[config.mk]
export PLATFORM = sky130hd
export DESIGN_NAME = dmem_arbiter
export DESIGN_NICKNAME = d
export VERILOG_FILES = /design/src/rtl/dmem_arb_pkg.sv /design/src/rtl/dmem_arbiter_rr_arb2.sv /design/src/rtl/dmem_arbiter.sv
export SDC_FILE = /design/constraint.sdc
export NUM_CORES = 1
export LEC_CHECK = 0
export CAP_MARGIN = 40
export CORE_MARGIN = 2
export CORE_UTILIZATION = 44
export DETAILED_ROUTE_END_ITERATION = 6
export PLACE_DENSITY_LB_ADDON = 0.15
export SYNTH_ARGS = -nofsm -noshare
export SYNTH_HDL_FRONTEND = slang
export SYNTH_SLANG_ARGS = --single-unit
[constraint.sdc]
create_clock -name clk -period 5.66 [get_ports clk]
set_clock_uncertainty 0.1 [all_clocks]
set_input_delay 1.415 -clock clk [delete_from_list [all_inputs] [get_ports clk]]
set_output_delay 1.415 -clock clk [all_outputs]
set_load 0.01 [all_outputs]
[src/rtl/dmem_arb_pkg.sv]
// Shared types and constants for the data-memory arbiter: sequencer states,
// requester indices and the latency counter width.
package dmem_arb_pkg;

  typedef enum logic [1:0] {
    IDLE,
    ACCESS,
    WAIT,
    RESP
  } state_t;

  localparam int unsigned REQ_CPU = 0;
  localparam int unsigned REQ_DBG = 1;
  localparam int unsigned LAT_W   = 3;

endpackage

[src/rtl/dmem_arbiter_rr_arb2.sv]
// Two-way round-robin picker. Holds which requester was granted last and
// favours the other one on a tie; reset leaves cpu favoured.
module rr_arb2
  import dmem_arb_pkg::*;
(
  input  logic       clk,
  input  logic       reset,
  input  logic [1:0] req,
  input  logic       update,
  output logic [1:0] gnt
);

  logic last_dbg;

  always_comb begin
    gnt = '0;
    if (req[REQ_CPU] && (!req[REQ_DBG] || last_dbg)) begin
      gnt[REQ_CPU] = 1'b1;
    end else if (req[REQ_DBG]) begin
      gnt[REQ_DBG] = 1'b1;
    end
  end

  always_ff @(posedge clk or negedge reset) begin
    if (!reset) begin
      last_dbg <= 1'b1;
    end else if (update && (|gnt)) begin
      last_dbg <= gnt[REQ_DBG];
    end
  end

endmodule

[src/rtl/dmem_arbiter.sv]
// Shares the single-port data memory between the MEM stage (cpu) and the
// debug loader (dbg) with round-robin grant and a fixed-latency sequencer.
module dmem_arbiter
  import dmem_arb_pkg::*;
#(
  parameter int unsigned DW      = 32,
  parameter int unsigned AW      = 32,
  parameter int unsigned MEM_LAT = 1
) (
  input  logic          clk,
  input  logic          reset,
  input  logic          cpu_req,
  input  logic          cpu_we,
  input  logic [AW-1:0] cpu_addr,
  input  logic [DW-1:0] cpu_wdata,
  output logic [DW-1:0] cpu_rdata,
  output logic          cpu_done,
  output logic          cpu_err,
  output logic          cpu_stall,
  input  logic          dbg_req,
  input  logic          dbg_we,
  input  logic [AW-1:0] dbg_addr,
  input  logic [DW-1:0] dbg_wdata,
  output logic [DW-1:0] dbg_rdata,
  output logic          dbg_done,
  output logic          dbg_err,
  output logic          mem_en,
  output logic          mem_we,
  output logic [AW-3:0] mem_addr,
  output logic [DW-1:0] mem_wdata,
  input  logic [DW-1:0] mem_rdata
);

  state_t             state, state_nx;
  logic [1:0]         arb_req, gnt, win_q;
  logic               we_q, err_q;
  logic [LAT_W-1:0]   cnt;
  logic               sel_dbg, sel_we, sel_mis;
  logic [AW-1:0]      sel_addr;
  logic [DW-1:0]      sel_wdata;

  // In RESP the picker sees only the latched winner, so the pointer records
  // the access actually served even if its req was dropped early.
  assign arb_req = (state == RESP) ? win_q : {dbg_req, cpu_req};

  rr_arb2 u_rr (
    .clk    (clk),
    .reset  (reset),
    .req    (arb_req),
    .update (state == RESP),
    .gnt    (gnt)
  );

  assign sel_dbg   = gnt[REQ_DBG];
  assign sel_we    = sel_dbg ? dbg_we    : cpu_we;
  assign sel_addr  = sel_dbg ? dbg_addr  : cpu_addr;
  assign sel_wdata = sel_dbg ? dbg_wdata : cpu_wdata;
  assign sel_mis   = |sel_addr[1:0];

  assign mem_en    = (state == ACCESS);
  assign mem_we    = mem_en & we_q;
  assign cpu_stall = cpu_req & ~cpu_done;

  always_ff @(posedge clk or negedge reset) begin
    if (!reset) begin
      state <= IDLE;
    end else begin
      state <= state_nx;
    end
  end

  always_comb begin
    state_nx = state;
    unique case (state)
      IDLE:    if (|gnt) state_nx = sel_mis ? RESP : ACCESS;
      ACCESS:  state_nx = WAIT;
      WAIT:    if (cnt == '0) state_nx = RESP;
      RESP:    state_nx = IDLE;
      default: state_nx = IDLE;
    endcase
  end

  always_ff @(posedge clk or negedge reset) begin
    if (!reset) begin
      win_q     <= '0;
      we_q      <= 1'b0;
      err_q     <= 1'b0;
      cnt       <= '0;
      mem_addr  <= '0;
      mem_wdata <= '0;
      cpu_rdata <= '0;
      dbg_rdata <= '0;
      cpu_done  <= 1'b0;
      cpu_err   <= 1'b0;
      dbg_done  <= 1'b0;
      dbg_err   <= 1'b0;
    end else begin
      cpu_done <= 1'b0;
      cpu_err  <= 1'b0;
      dbg_done <= 1'b0;
      dbg_err  <= 1'b0;
      unique case (state)
        IDLE: begin
          if (|gnt) begin
            win_q     <= gnt;
            we_q      <= sel_we;
            err_q     <= sel_mis;
            mem_addr  <= sel_addr[AW-1:2];
            mem_wdata <= sel_wdata;
          end
        end
        ACCESS: cnt <= LAT_W'(MEM_LAT - 1);
        WAIT: begin
          if (cnt != '0) begin
            cnt <= cnt - 1'b1;
          end else if (!we_q) begin
            if (win_q[REQ_DBG]) dbg_rdata <= mem_rdata;
            else                cpu_rdata <= mem_rdata;
          end
        end
        RESP: begin
          cpu_done <= win_q[REQ_CPU];
          cpu_err  <= win_q[REQ_CPU] & err_q;
          dbg_done <= win_q[REQ_DBG];
          dbg_err  <= win_q[REQ_DBG] & err_q;
        end
        default: ;
      endcase
    end
  end

endmodule

# --- Yosys cells after proc, flatten, opt, wreduce, memory -nomap -nowiden ---
# Cells that the tools add are included.
word_totals:
  reg_bits: 140
  inputBits: 166
  elab_cells: 61
classes:
  add_sub_neg: 1
  eq_ne: 6
  n_mux: 17
  bitwise: 8
  reduce_logical: 15
ops:
  columns: ["operator", "n"]
  rows:
  - ["two-way mux 32 bit", 2]
  - ["two-way mux 1 bit", 8]
  - ["two-way mux 2 bit", 4]
  - ["one-hot mux 2 bit (4 select lines)", 1]
  - ["AND reduction 4 bit", 2]
  - ["inequality test 2 bit (second input constant)", 3]
  - ["one-hot mux 3 bit (2 select lines)", 1]
  - ["AND reduction 2 bit", 3]
  - ["AND 1 bit", 4]
  - ["== test 2 bit (second input constant)", 2]
  - ["inverter 1 bit", 4]
  - ["OR reduction 2 bit", 2]
  - ["logical NOT 3 bit", 1]
  - ["two-way mux 3 bit", 1]
  - ["nonzero test 3 bit", 1]
  - ["subtractor 3 x 1 -> 3 bit (second input constant)", 1]
  - ["== test 2 x 1 -> 1 bit (second input constant)", 1]
  - ["logical AND 1 bit", 2]
  - ["logical NOT 2 bit", 1]
  - ["nonzero test 2 bit", 1]
  - ["logical NOT 1 bit", 1]
  - ["logical OR 1 bit", 1]

# --- Depth between registers and ports, before layout ---
logic_depth:
  ltp_word: 11
  ltp_mapped: 8

# --- By module ---
# From an unflattened synthesis, not the netlist that was laid out.
hier_totals:
  cells_unflattened: 477
  area_unflattened_um2: 5984.5
by_module_without_submodules:
  columns: ["mod", "n_inst", "cells_each", "area_each_um2"]
  rows:
  - ["dmem_arbiter", 1, 471, 5928.2]
  - ["rr_arb2", 1, 6, 56.3]

# --- Worst setup path before layout ---
# OpenSTA, ideal clock, no wires.
synth_timing:
  path_type: "in2out"
  start: "input port cpu_req"
  end: "output port cpu_stall"
  t_arrival_ns: 1.612
  required_ns: 4.145
  path_slack_ns: 2.533
  path_stages: 1
  path_buffers: 0
  cell_sequence: "nor2b_1"
synth_via:
  elab_chain_cells: 1
synth_lines:
  columns: ["item", "line_no", "rtl"]
  rows:
  - ["start, declared", "dmem_arbiter.sv:12", "input logic cpu_req,"]
  - ["AND 1 bit", "dmem_arbiter.sv:62", "assign cpu_stall = cpu_req & ~cpu_done;"]
  - ["end, declared", "dmem_arbiter.sv:19", "output logic cpu_stall,"]
# Every way passes these cells.

# --- Worst setup path after layout ---
# Ends and elaborated chain as after synthesis.

==> results_dict.tcl <==
set metrics [dict create \
    htreeDepth 4 \
    fin_cells 975 \
    crit_buf_inv 2 \
    gp_congestion 0.851 \
    path_depth 3 \
    n_fill_cell 988 \
    power.leakage_nw 4.38 \
    hpwl_microns 12600 \
    synth_edf_count 0 \
    hold_path.class "register to register" \
    num_rows 43 \
    finalCritPeriodShare 0.743 \
    multi_input_area_sq_um 2380 \
    max_clock_freq_mhz 238 \
    power.density_nw_per_um2 565 \
    required_ns 4.14 \
    syn_nets 658 \
    drtPass1Iterations 6 \
    cp_common_cell "clkdlybuf4s50_1" \
    netlist_area_sq_um 6100 \
    power_frac_seq 0.318 \
    maxSlewHeadroom 0.367 \
    die_y_microns 122 \
    vdd_drop_max_v 0.000220 \
    switching_power_mw 1.83 \
    clk-insertion-delay-late_ns 0.41 \
    grt.overflow.total 0 \
    track_usage 0.230 \
    whs_ns 0.388 \
    finalHoldViolations 0 \
    min_path_cells 1 \
    grt_pass1_wl_microns 26000 \
    antenna-diode-count 0 \
    rsz0062_at_grt "false" \
    synth_compound_area_frac 0.0704 \
    drv_cap 0 \
    status "complete, no violations" \
    yosysSeqAreaShare 0.575 \
    grt_pass1_vias 4992 \
    yosysTopAreaCellShare 0.570 \
    synth_largest_area_cell "dfrtp_1" \
    start_kind "input port" \
    cp_cell_sequence "clkdlybuf4s50_1, nor2b_1, clkdlybuf4s50_1" \
    cts_setup_buffers 0 \
    ys.flop_type "dfrtp_1" \
    ant_nets 0 \
    path_delay_family "buffers and inverters" \
    synth-simple-area-share 0.0605 \
    cts_tree "yes" \
    pwr-share-clk 0.209 \
    tightest_slew_ns 0.950 \
    cp-end-kind "output pin" \
    route.vias.total 4843 \
    finalSetupTns_ns 0 \
    cts_num_sinks 140 \
    critical_path.slowest_cell "clkdlybuf4s50_1" \
    die-width_microns 122 \
    antenna_found_initial 0 \
    design_power_total_mw 5.58 \
    numCtsBuffers 17 \
    path_class "input port to output pin" \
    drc 0 \
    ys.warnings.count 0 \
    reg2reg_depth 6 \
    drv_slew 0 \
    cts_resized 0 \
    worst_path_largest_cell_delay_ns 0.56 \
    synth_area_leaders "dfrtp_1 (57%), mux2i_1 (11%), mux2_2 (6.1%), a21oi_1 (5.3%), mux2_4 (4.9%)" \
    syn_inst 485 \
    coreArea_sq_um 13700 \
    io_buffers 298 \
    nets 955 \
    synthMuxAreaShare 0.239 \
    drt_iter0_drc 233 \
    wl_microns 16700 \
    start_util 0.445 \
    synth_adder_area_share 0.0144 \
    synth_top_family_by_area "multiplexers" \
    pre_cts_ws_ns 1.46 \
    min_period_ns 4.20 \
    grt_max_degree 129 \
    internal-power_mw 3.75 \
    synth_cell_type_count 34 \
    cts_root_buf "clkbuf_16" \
    sw_frac_of_total 0.328 \
    post_drt_wl_per_cell_microns 17.2 \
    vias_per_cell 4.97 \
    power_frac_comb 0.473 \
    io_pins 299 \
    ys_async_sr_fraction 1.00 \
    finalWorstSetupSlack_ns 1.46 \
    synth_area_per_cell_sq_um 12.6 \
    dp_cells 943 \
    layout-drive-gt1-share 0.127 \
    yosys.area_share.xor_xnor 0.00144 \
    hold_buffers 0 \
    seq_area_sq_um 3500 \
    cp.arrival_ns 2.69 \
    setup_viol 0 \
    syn2layout_area_growth_pct 62.1 \
    die_area_sq_um 14800 \
    synth_seq_cells 140 \
    path_clk_slew_ns 0.05 \
    clockBufferDepth 2 \
    cp_max_fo 5 \
]
[worst register-to-register path, stage by stage (launching register included)]
cell and delay, ns:
dfrtp_1 0.41, ha_1 0.35, and2_1 0.26, a32oi_4 0.78, buf_12 0.34, mux2i_1 0.29
a21oi_1 0.09
[placed cells by master (no fill, tap or decap), types with 2 or more instances in the layout]
cell type | netlist | routed
a21oi_1 | 65 | 65
and2_1 | 3 | 3
buf_12 | 0 | 3
buf_4 | 2 | 5
bufinv_16 | 0 | 4
clkbuf_16 | 0 | 17
clkbuf_8 | 0 | 2
clkdlybuf4s50_1 | 0 | 297
clkinv_2 | 0 | 7
dfrtp_1 | 139 | 139
ha_1 | 7 | 7
inv_1 | 9 | 9
mux2_1 | 12 | 12
mux2_2 | 33 | 33
mux2_4 | 20 | 20
mux2i_1 | 65 | 65
nand2_1 | 9 | 9
nor2_1 | 68 | 68
nor2b_1 | 2 | 2
nor3_1 | 2 | 2
o21ai_0 | 6 | 6
[path summary, 6_finish.rpt]
path	slack [ns]	start	end
worst min-delay path	0.39	dbg_rdata[11]$_DFFE_PN0P_	dbg_rdata[11]$_DFFE_PN0P_
min in group asynchronous	0.78	reset	cpu_rdata[21]$_DFFE_PN0P_
worst max register to register	2.91	state[0]$_DFFE_PN0P_	mem_wdata[2]$_DFFE_PN0P_
max in group asynchronous	3.40	reset	cpu_rdata[25]$_DFFE_PN0P_
worst min register to register	0.39	dbg_rdata[11]$_DFFE_PN0P_	dbg_rdata[11]$_DFFE_PN0P_
worst max-delay path	1.46	cpu_req	cpu_stall
[cells in the mapped netlist, types with 2 or more instances]
cell      instances
ha_1              7
clkbuf_1          7
mux2_1           12
a21oi_1          65
buf_4             2
mux2_4           20
mux2_2           33
nor3_1            2
o21ai_0           6
nor2_1           68
and2_1            3
nor2b_1           2
mux2i_1          65
nand2_1           9
buf_6            10
buf_2            10
inv_1             9
dfrtp_1         139
[layer usage]
layer,share of wire,global-route usage
met5,0,0
met4,0.019,0.0754
met3,0.089,0.0871
met2,0.51,0.397
met1,0.38,0.263
[kinds of logic (layout without fill, tap and decap cells)]
logic type,after synthesis,in the layout
DFF,140,140
and+or+nand+nor,89,89
AOI/OAI and AO/OA,79,79
muxes,130,130
adders and majority gates,7,7
buffers and inverters,39,349
xor gates and xnor gates,1,1
[power groups by stage]
stage | combinational (mW) | clock [mW] | sequential (mW)
after global placement | 2.60 | 0 | 1.75
final | 2.64 | 1.17 | 1.78
after floorplan | 1.12 | 0 | 1.97
after detailed placement | 2.66 | 0 | 1.79
after global routing | 2.86 | 1.24 | 1.84
after CTS | 2.68 | 1.19 | 1.78
[final cells by class]
type                            instances  area share
Clock inverter                         13      0.0173
Clock buffer                           19      0.0458
Tap cell                              180      0.0228
Multi-Input combinational cell        306       0.241
Timing Repair Buffer                  307       0.315
Sequential cell                       140       0.355
Inverter                               10     0.00380
[through the flow]
| step | utilization | area [sq um] |
|---|---|---|
| floorplan | - | 6100 |
| global route | 0.720 | 9880 |
| finish | 0.720 | 9880 |
| global placement | 0.672 | 9210 |
| CTS | 0.720 | 9880 |
| detailed placement | 0.675 | 9260 |
[flip-flops by register name, summed over array words and instances, names as in the netlist]
| name | flops |
|---|---|
| mem_addr | 30 |
| dbg_rdata | 32 |
| cnt | 3 |
| cpu_rdata | 32 |
| cpu_done | 1 |
| dbg_done | 1 |
| we_q | 1 |
| dbg_err | 1 |
| cpu_err | 1 |
| u_rr.last_dbg | 1 |
| state | 2 |
| err_q | 1 |
| win_q | 2 |
| mem_wdata | 32 |
(Power assumes the default switching activity.)
